==> config.mk <==
export PLATFORM = sky130hd
export DESIGN_NAME = signed_adder_subtractor
export DESIGN_NICKNAME = d
export VERILOG_FILES = /design/src/rtl/signed_adder_subtractor_pkg.sv /design/src/rtl/signed_adder_subtractor_full_adder.sv /design/src/rtl/signed_adder_subtractor.sv
export SDC_FILE = /design/constraint.sdc
export NUM_CORES = 1
export LEC_CHECK = 0
export BUFFER_PORTS_ARGS = -buffer_cell sky130_fd_sc_hd__buf_2
export CORE_MARGIN = 4
export CORE_UTILIZATION = 40
export DETAILED_ROUTE_END_ITERATION = 8
export PLACE_DENSITY_LB_ADDON = 0.3
export SLEW_MARGIN = 40
export SYNTH_ARGS = -nofsm -noshare
export SYNTH_HDL_FRONTEND = slang
export SYNTH_HIERARCHICAL = 1
export SYNTH_SLANG_ARGS = --single-unit
==> constraint.sdc <==
create_clock -name clk -period 8 [get_ports clk]
set_clock_uncertainty 0.05 [all_clocks]
set_input_delay 0.4 -clock clk [delete_from_list [all_inputs] [get_ports clk]]
set_output_delay 0.4 -clock clk [all_outputs]
set_load 0.05 [all_outputs]
==> src/rtl/signed_adder_subtractor_pkg.sv <==
// Shared constants for the signed adder/subtractor: default width, operation codes, clamp limits.
package signed_adder_subtractor_pkg;

  localparam int unsigned DEF_BIT_WIDTH = 16;
  localparam int unsigned MAX_WIDTH     = 64;

  localparam logic OP_ADD = 1'b0;
  localparam logic OP_SUB = 1'b1;

  // Largest positive two's-complement value of width w, zero-extended to MAX_WIDTH.
  function automatic logic [MAX_WIDTH-1:0] sat_pos_limit(input int unsigned w);
    return (MAX_WIDTH'(1) << (w - 1)) - MAX_WIDTH'(1);
  endfunction

  // Most negative two's-complement value of width w (only bit w-1 set).
  function automatic logic [MAX_WIDTH-1:0] sat_neg_limit(input int unsigned w);
    return MAX_WIDTH'(1) << (w - 1);
  endfunction

endpackage

==> src/rtl/signed_adder_subtractor_full_adder.sv <==
// One-bit full adder cell of the ripple chain; purely combinational, no flow control.
module full_adder (
  input  logic a,
  input  logic b,
  input  logic cin,
  output logic sum,
  output logic cout
);

  logic p;

  assign p    = a ^ b;
  assign sum  = p ^ cin;
  assign cout = (a & b) | (cin & p);

endmodule

==> src/rtl/signed_adder_subtractor.sv <==
// Registered ripple-carry a+b / a-b with signed overflow; 1-cycle latency, no back-pressure.
// Define ADDSUB_SATURATE_EN to clamp overflowing results instead of wrapping.
module signed_adder_subtractor
  import signed_adder_subtractor_pkg::*;
#(
  parameter int unsigned BIT_WIDTH = DEF_BIT_WIDTH
) (
  input  logic                 clk,
  input  logic                 rst,
  input  logic                 in_valid,
  input  logic [BIT_WIDTH-1:0] a,
  input  logic [BIT_WIDTH-1:0] b,
  input  logic                 operation,
  output logic                 out_valid,
  output logic [BIT_WIDTH-1:0] result,
  output logic                 overflow
);

  logic [BIT_WIDTH-1:0] bx;
  logic [BIT_WIDTH-1:0] sum;
  logic [BIT_WIDTH:0]   carry;
  logic                 ovf;
  logic [BIT_WIDTH-1:0] next_result;

  // Subtraction is a + ~b + 1: invert b and feed the operation bit in as carry.
  assign bx       = b ^ {BIT_WIDTH{operation}};
  assign carry[0] = (operation == OP_SUB);

  for (genvar i = 0; i < BIT_WIDTH; i++) begin : g_fa
    full_adder u_fa (
      .a    (a[i]),
      .b    (bx[i]),
      .cin  (carry[i]),
      .sum  (sum[i]),
      .cout (carry[i+1])
    );
  end

  assign ovf = carry[BIT_WIDTH-1] ^ carry[BIT_WIDTH];

`ifdef ADDSUB_SATURATE_EN
  localparam logic [MAX_WIDTH-1:0] SAT_POS_FULL = sat_pos_limit(BIT_WIDTH);
  localparam logic [MAX_WIDTH-1:0] SAT_NEG_FULL = sat_neg_limit(BIT_WIDTH);
  localparam logic [BIT_WIDTH-1:0] SAT_POS      = SAT_POS_FULL[BIT_WIDTH-1:0];
  localparam logic [BIT_WIDTH-1:0] SAT_NEG      = SAT_NEG_FULL[BIT_WIDTH-1:0];

  // On overflow the true result shares the sign of a, which picks the rail.
  always_comb begin
    next_result = sum;
    if (ovf) begin
      next_result = a[BIT_WIDTH-1] ? SAT_NEG : SAT_POS;
    end
  end
`else
  assign next_result = sum;
`endif

  always_ff @(posedge clk) begin
    if (rst) begin
      out_valid <= 1'b0;
      result    <= '0;
      overflow  <= 1'b0;
    end else begin
      out_valid <= in_valid;
      if (in_valid) begin
        result   <= next_result;
        overflow <= ovf;
      end
    end
  end

endmodule

==> metrics.csv, run 1 <==
metric;value;unit
cpPeakStageDelay;430;ps
p_leak;0.720;nW
cts_max_level;1;
cts_tree;done;
internal_power;0.000174;W
period_minus_slack;7320;ps
clock.fmax;0.137;GHz
dpl.hpwl;1.82;mm
fill_cells;267;
core;2730;um2
core.rowCount;19;
clk_pin_slew;110;ps
grt_antenna_before_repair;0;
crit_fanout;16;
required;8170;ps
ctsHoldBuffers;0;
cts_resized;0;
synth_top_cell_by_area;dfxtp_1;
swShare;0.401;
cts_setup_buffers;0;
drv_cap;0;
switching_power;0.000116;W
remaining_drc_errors;0;
cp_slowest_cell;fa_1;
grt_usage;0.123;
slew_viol_final;0;
wirelength;2.19;mm
drtIter0Drc;26;
rsz0062_at_grt;no;
ys_types;13;
syn-cell-area;1130;um2
worstPathArrival;7490;ps
dr.pass1.iters;2;
yosysSeqAreaShare;0.318;
status;finished clean;
die_y;61.3;um
drive_gt1_frac;0.417;
clkLatencyLatePin;290;ps
grt_start_max_net_pins;20;
netlist.area_leader.share;0.318;
setup_viol;0;
layout-area-overhead-vs-synth;25.4;%
gp_congestion;0.734;
numCtsBuffers;3;
startpoint_type;input pin;
num_antenna_cells;0;
grt_pass1_vias;768;
drtAntennaViolNets;0;
wl_per_cell;12.5;um
ys_seq_elements;18;
nets;197;
mappedNetlistNets;144;
die_w;61.3;um
io_pins;54;
clock-sinks;18;
vias;801;
power-per-cell-area;204;nW/um2
initial_core_util;0.415;
fin_crit_sh;0.915;
layout_common_cells;buf_2 (53), dfxtp_1 (18);
final_common_cell;buf_2;
pwr-share-seq;0.372;
grt_remaining_overflow;0;
clkPwrFrac;0.192;
clockBufferDepth;2;
end_kind;register;
hold_violations;0;
io_buffers;53;
root_buffer;clkbuf_4;
synth_area_leaders;dfxtp_1 (32%), fa_1 (28%), mux2i_1 (14%), xor2_1 (12%), nor2_1 (5.3%);
postSynthCellCount;92;
worstMarginPinSlew;530;ps
yosys_warnings;6;
die_area;3750;um2
total_power;0.000290;W
vias_per_cell;4.58;
crit_chain;buf_2, buf_4, fa_1, fa_1, fa_1, fa_1, fa_1, fa_1, fa_1, fa_1, fa_1, fa_1, fa_1, fa_1, fa_1, fa_1, fa_1, fa_1, xnor2_1, a211oi_2;
syn_avg_cell_area;12.3;um2
cpMostUsedCell;fa_1;
path_class;input pin to register;
maxSlewHeadroom;0.646;
irDropWorstVdd;0.000109;V
hold_class;input pin to register;
grt_pass1_wl;3.38;mm
pwr-share-comb;0.436;
setup_tns;0;ps
[final timing paths]
kind	startpoint	endpoint	slack (ps)	cells after the start
min	rst	result[11]$_SDFFE_PP0P_	430	2
max reg2reg	overflow$_SDFFE_PP0P_	overflow$_SDFFE_PP0P_	7260	2
min reg2reg	result[15]$_SDFFE_PP0P_	result[15]$_SDFFE_PP0P_	450	2
max	operation	overflow$_SDFFE_PP0P_	680	20
[registers in the layout, summed over array words and instances (netlist names)]
signal,flops
result,16
overflow,1
out_valid,1
[layer usage]
| layer | up-vias | global-route usage | routed length [um] | part of all wire |
|---|---|---|---|---|
| met5 | - | 0 | 0 | 0 |
| met4 | 0 | 0.0279 | 5 | 0.0023 |
| met2 | 29 | 0.195 | 1100 | 0.50 |
| li1 | 392 | - | - | - |
| met3 | 2 | 0.0314 | 185 | 0.085 |
| met1 | 378 | 0.168 | 896 | 0.41 |
[metrics by stage]
stage | utilization | std cells | setup slack, ps | area [um2] | hold WS (ps)
after global placement | 0.507 | 171 | 486 | 1390 | 417
after detailed placement | 0.507 | 171 | 347 | 1390 | 429
after global routing | 0.520 | 175 | 481 | 1420 | 455
after CTS | 0.520 | 175 | 641 | 1420 | 426
after floorplan | - | 92 | 680 | 1130 | 596
final | 0.520 | 175 | 681 | 1420 | 431
[layout make-up]
class | instances | area, um2 | area share
Multi-Input combinational cell | 68 | 714 | 0.502
Tap cell | 31 | 38.8 | 0.0273
Clock buffer | 4 | 36.3 | 0.0255
Sequential cell | 18 | 360 | 0.253
Timing Repair Buffer | 54 | 273 | 0.192
[worst max-delay path, delay by kind of cell]
family	cells	cell delay, ps
fa+ha+maj	16	6390
xor+xnor	1	150
buf+inv	2	320
compound gates	1	210
[cells by family after synthesis]
family / share of synthesized area
AND/OR/NAND/NOR: 0.0640
multiplexers: 0.141
buffers and inverters: 0.0529
AO/OA/AOI/OAI: 0.0110
adder cells (fa/ha/maj): 0.282
XOR/XNOR: 0.131
flip-flops: 0.318
[power by group through the flow]
stage                     combinational [W]  sequential (W)  clock (W)
after floorplan                   0.0000526        0.000153          0
after global placement             0.000125        0.000110          0
after detailed placement           0.000129        0.000110          0
after CTS                          0.000129        0.000108  0.0000596
after global routing               0.000141        0.000110  0.0000612
final                              0.000127        0.000108  0.0000557
[cell usage after synthesis]
cell type / n
xnor2_1: 1
fa_1: 16
a211oi_2: 1
xor2_1: 16
mux2i_1: 16
nor2b_1: 1
nor2_1: 16
dfxtp_1: 18
buf_12: 1
nor2_2: 1
buf_2: 2
buf_4: 1
buf_6: 2
(Power assumes the default switching activity.)
==> inputs of run 2 (changes only) <==
- CORE_UTILIZATION: 40 -> 45
==> metrics.csv, run 2 (synthesis gave the netlist of run 1 again) <==
metric;value;unit
grt_pass1_vias;840;
drv_cap;0;
cts_resized;0;
initial_core_util;0.494;
die_area;3390;um2
path_class;input pin to register;
die_y;58.2;um
clkLatencyLatePin;290;ps
wl_per_cell;12.9;um
dp_cells;168;
postLayoutCellArea;1410;um2
grt_pass1_wl;3.66;mm
largest_reg_flops;16;
grt_usage;0.143;
clk_pin_slew;100;ps
io_buffers;53;
clock-sinks;18;
drive_gt1_frac;0.413;
clockBufferDepth;2;
hold_violations;0;
irDropWorstVdd;0.000107;V
vias;796;
remaining_drc_errors;0;
cts_max_level;1;
grt_remaining_overflow;0;
ff_latch_area;360;um2
gp_congestion;0.760;
fill_cells;224;
worstPathArrival;7530;ps
cts_setup_buffers;0;
drtAntennaViolNets;0;
fin_crit_sh;0.920;
root_buffer;clkbuf_4;
vias_per_cell;4.65;
setup_tns;0;ps
die_w;58.2;um
startpoint_type;input pin;
period_minus_slack;7360;ps
fin_cells;171;
worstMarginPinSlew;528;ps
cts_tree;done;
dr.pass1.iters;4;
setup_viol;0;
final_common_cell;buf_2;
clock.fmax;0.136;GHz
status;finished clean;
rsz0062_at_grt;no;
required;8170;ps
grt_start_max_net_pins;20;
layout_common_cells;buf_2 (53), dfxtp_1 (18);
hold_class;input pin to register;
core;2300;um2
drtIter0Drc;12;
nets;197;
numCtsBuffers;3;
num_antenna_cells;0;
reg_top3;result x16, out_valid x1, overflow x1;
total_power;0.000280;W
crit_fanout;9;
layout-area-overhead-vs-synth;23.8;%
p_leak;0.713;nW
power-per-cell-area;199;nW/um2
maxSlewHeadroom;0.648;
grt_antenna_before_repair;0;
dpl.hpwl;1.79;mm
multiInputGateArea;714;um2
regMostFlops;result;
place_area;1380;um2
end_kind;register;
wirelength;2.21;mm
core.rowCount;17;
ctsHoldBuffers;0;
io_pins;54;
slew_viol_final;0;
-- run 2: worst paths after layout --
kind	end	cells past startpoint	slack [ps]	from
worst max-delay path	overflow$_SDFFE_PP0P_	20	640	operation
worst min-delay path	result[0]$_SDFFE_PP0P_	2	430	rst
worst min register to register	result[0]$_SDFFE_PP0P_	2	450	result[0]$_SDFFE_PP0P_
worst max register to register	overflow$_SDFFE_PP0P_	2	7280	overflow$_SDFFE_PP0P_
-- run 2: layout make-up --
cell class | instances | area share
Multi-Input combinational cell | 68 | 0.508
Tap cell | 28 | 0.0249
Timing Repair Buffer | 54 | 0.194
Clock buffer | 3 | 0.0160
Sequential cell | 18 | 0.256
-- run 2: worst max-delay path: stages --
cell and delay [ps]:
buf_2 180, xor2_1 200, fa_1 420, fa_1 390, fa_1 390, fa_1 400
fa_1 390, fa_1 390, fa_1 400, fa_1 400, fa_1 400, fa_1 410
fa_1 400, fa_1 390, fa_1 390, fa_1 410, fa_1 430, fa_1 390
xnor2_1 150, a211oi_2 200
-- run 2: layer usage --
metal | up-vias | track usage | routed length, um
met1 | 372 | 0.176 | 925
met2 | 28 | 0.244 | 1130
li1 | 394 | - | -
met3 | 2 | 0.0156 | 122
met4 | 0 | 0.0795 | 27
met5 | - | 0 | 0
-- run 2: stage by stage --
stage / utilization / setup WS (ps) / hold slack (ps)
after floorplan: - / 680 / 596
after global placement: 0.602 / 407 / 417
after detailed placement: 0.602 / 339 / 428
after CTS: 0.612 / 645 / 420
after global routing: 0.612 / 314 / 426
final: 0.612 / 638 / 434
-- run 2: power by group --
group | internal [W] | total [W] | leakage [nW] | switching, W
logic | 0.0000438 | 0.000127 | 0.550 | 0.0000832
registers | 0.000102 | 0.000108 | 0.149 | 0.00000590
clock network | 0.0000175 | 0.0000446 | 0.0138 | 0.0000271
total | 0.000163 | 0.000280 | 0.713 | 0.000116
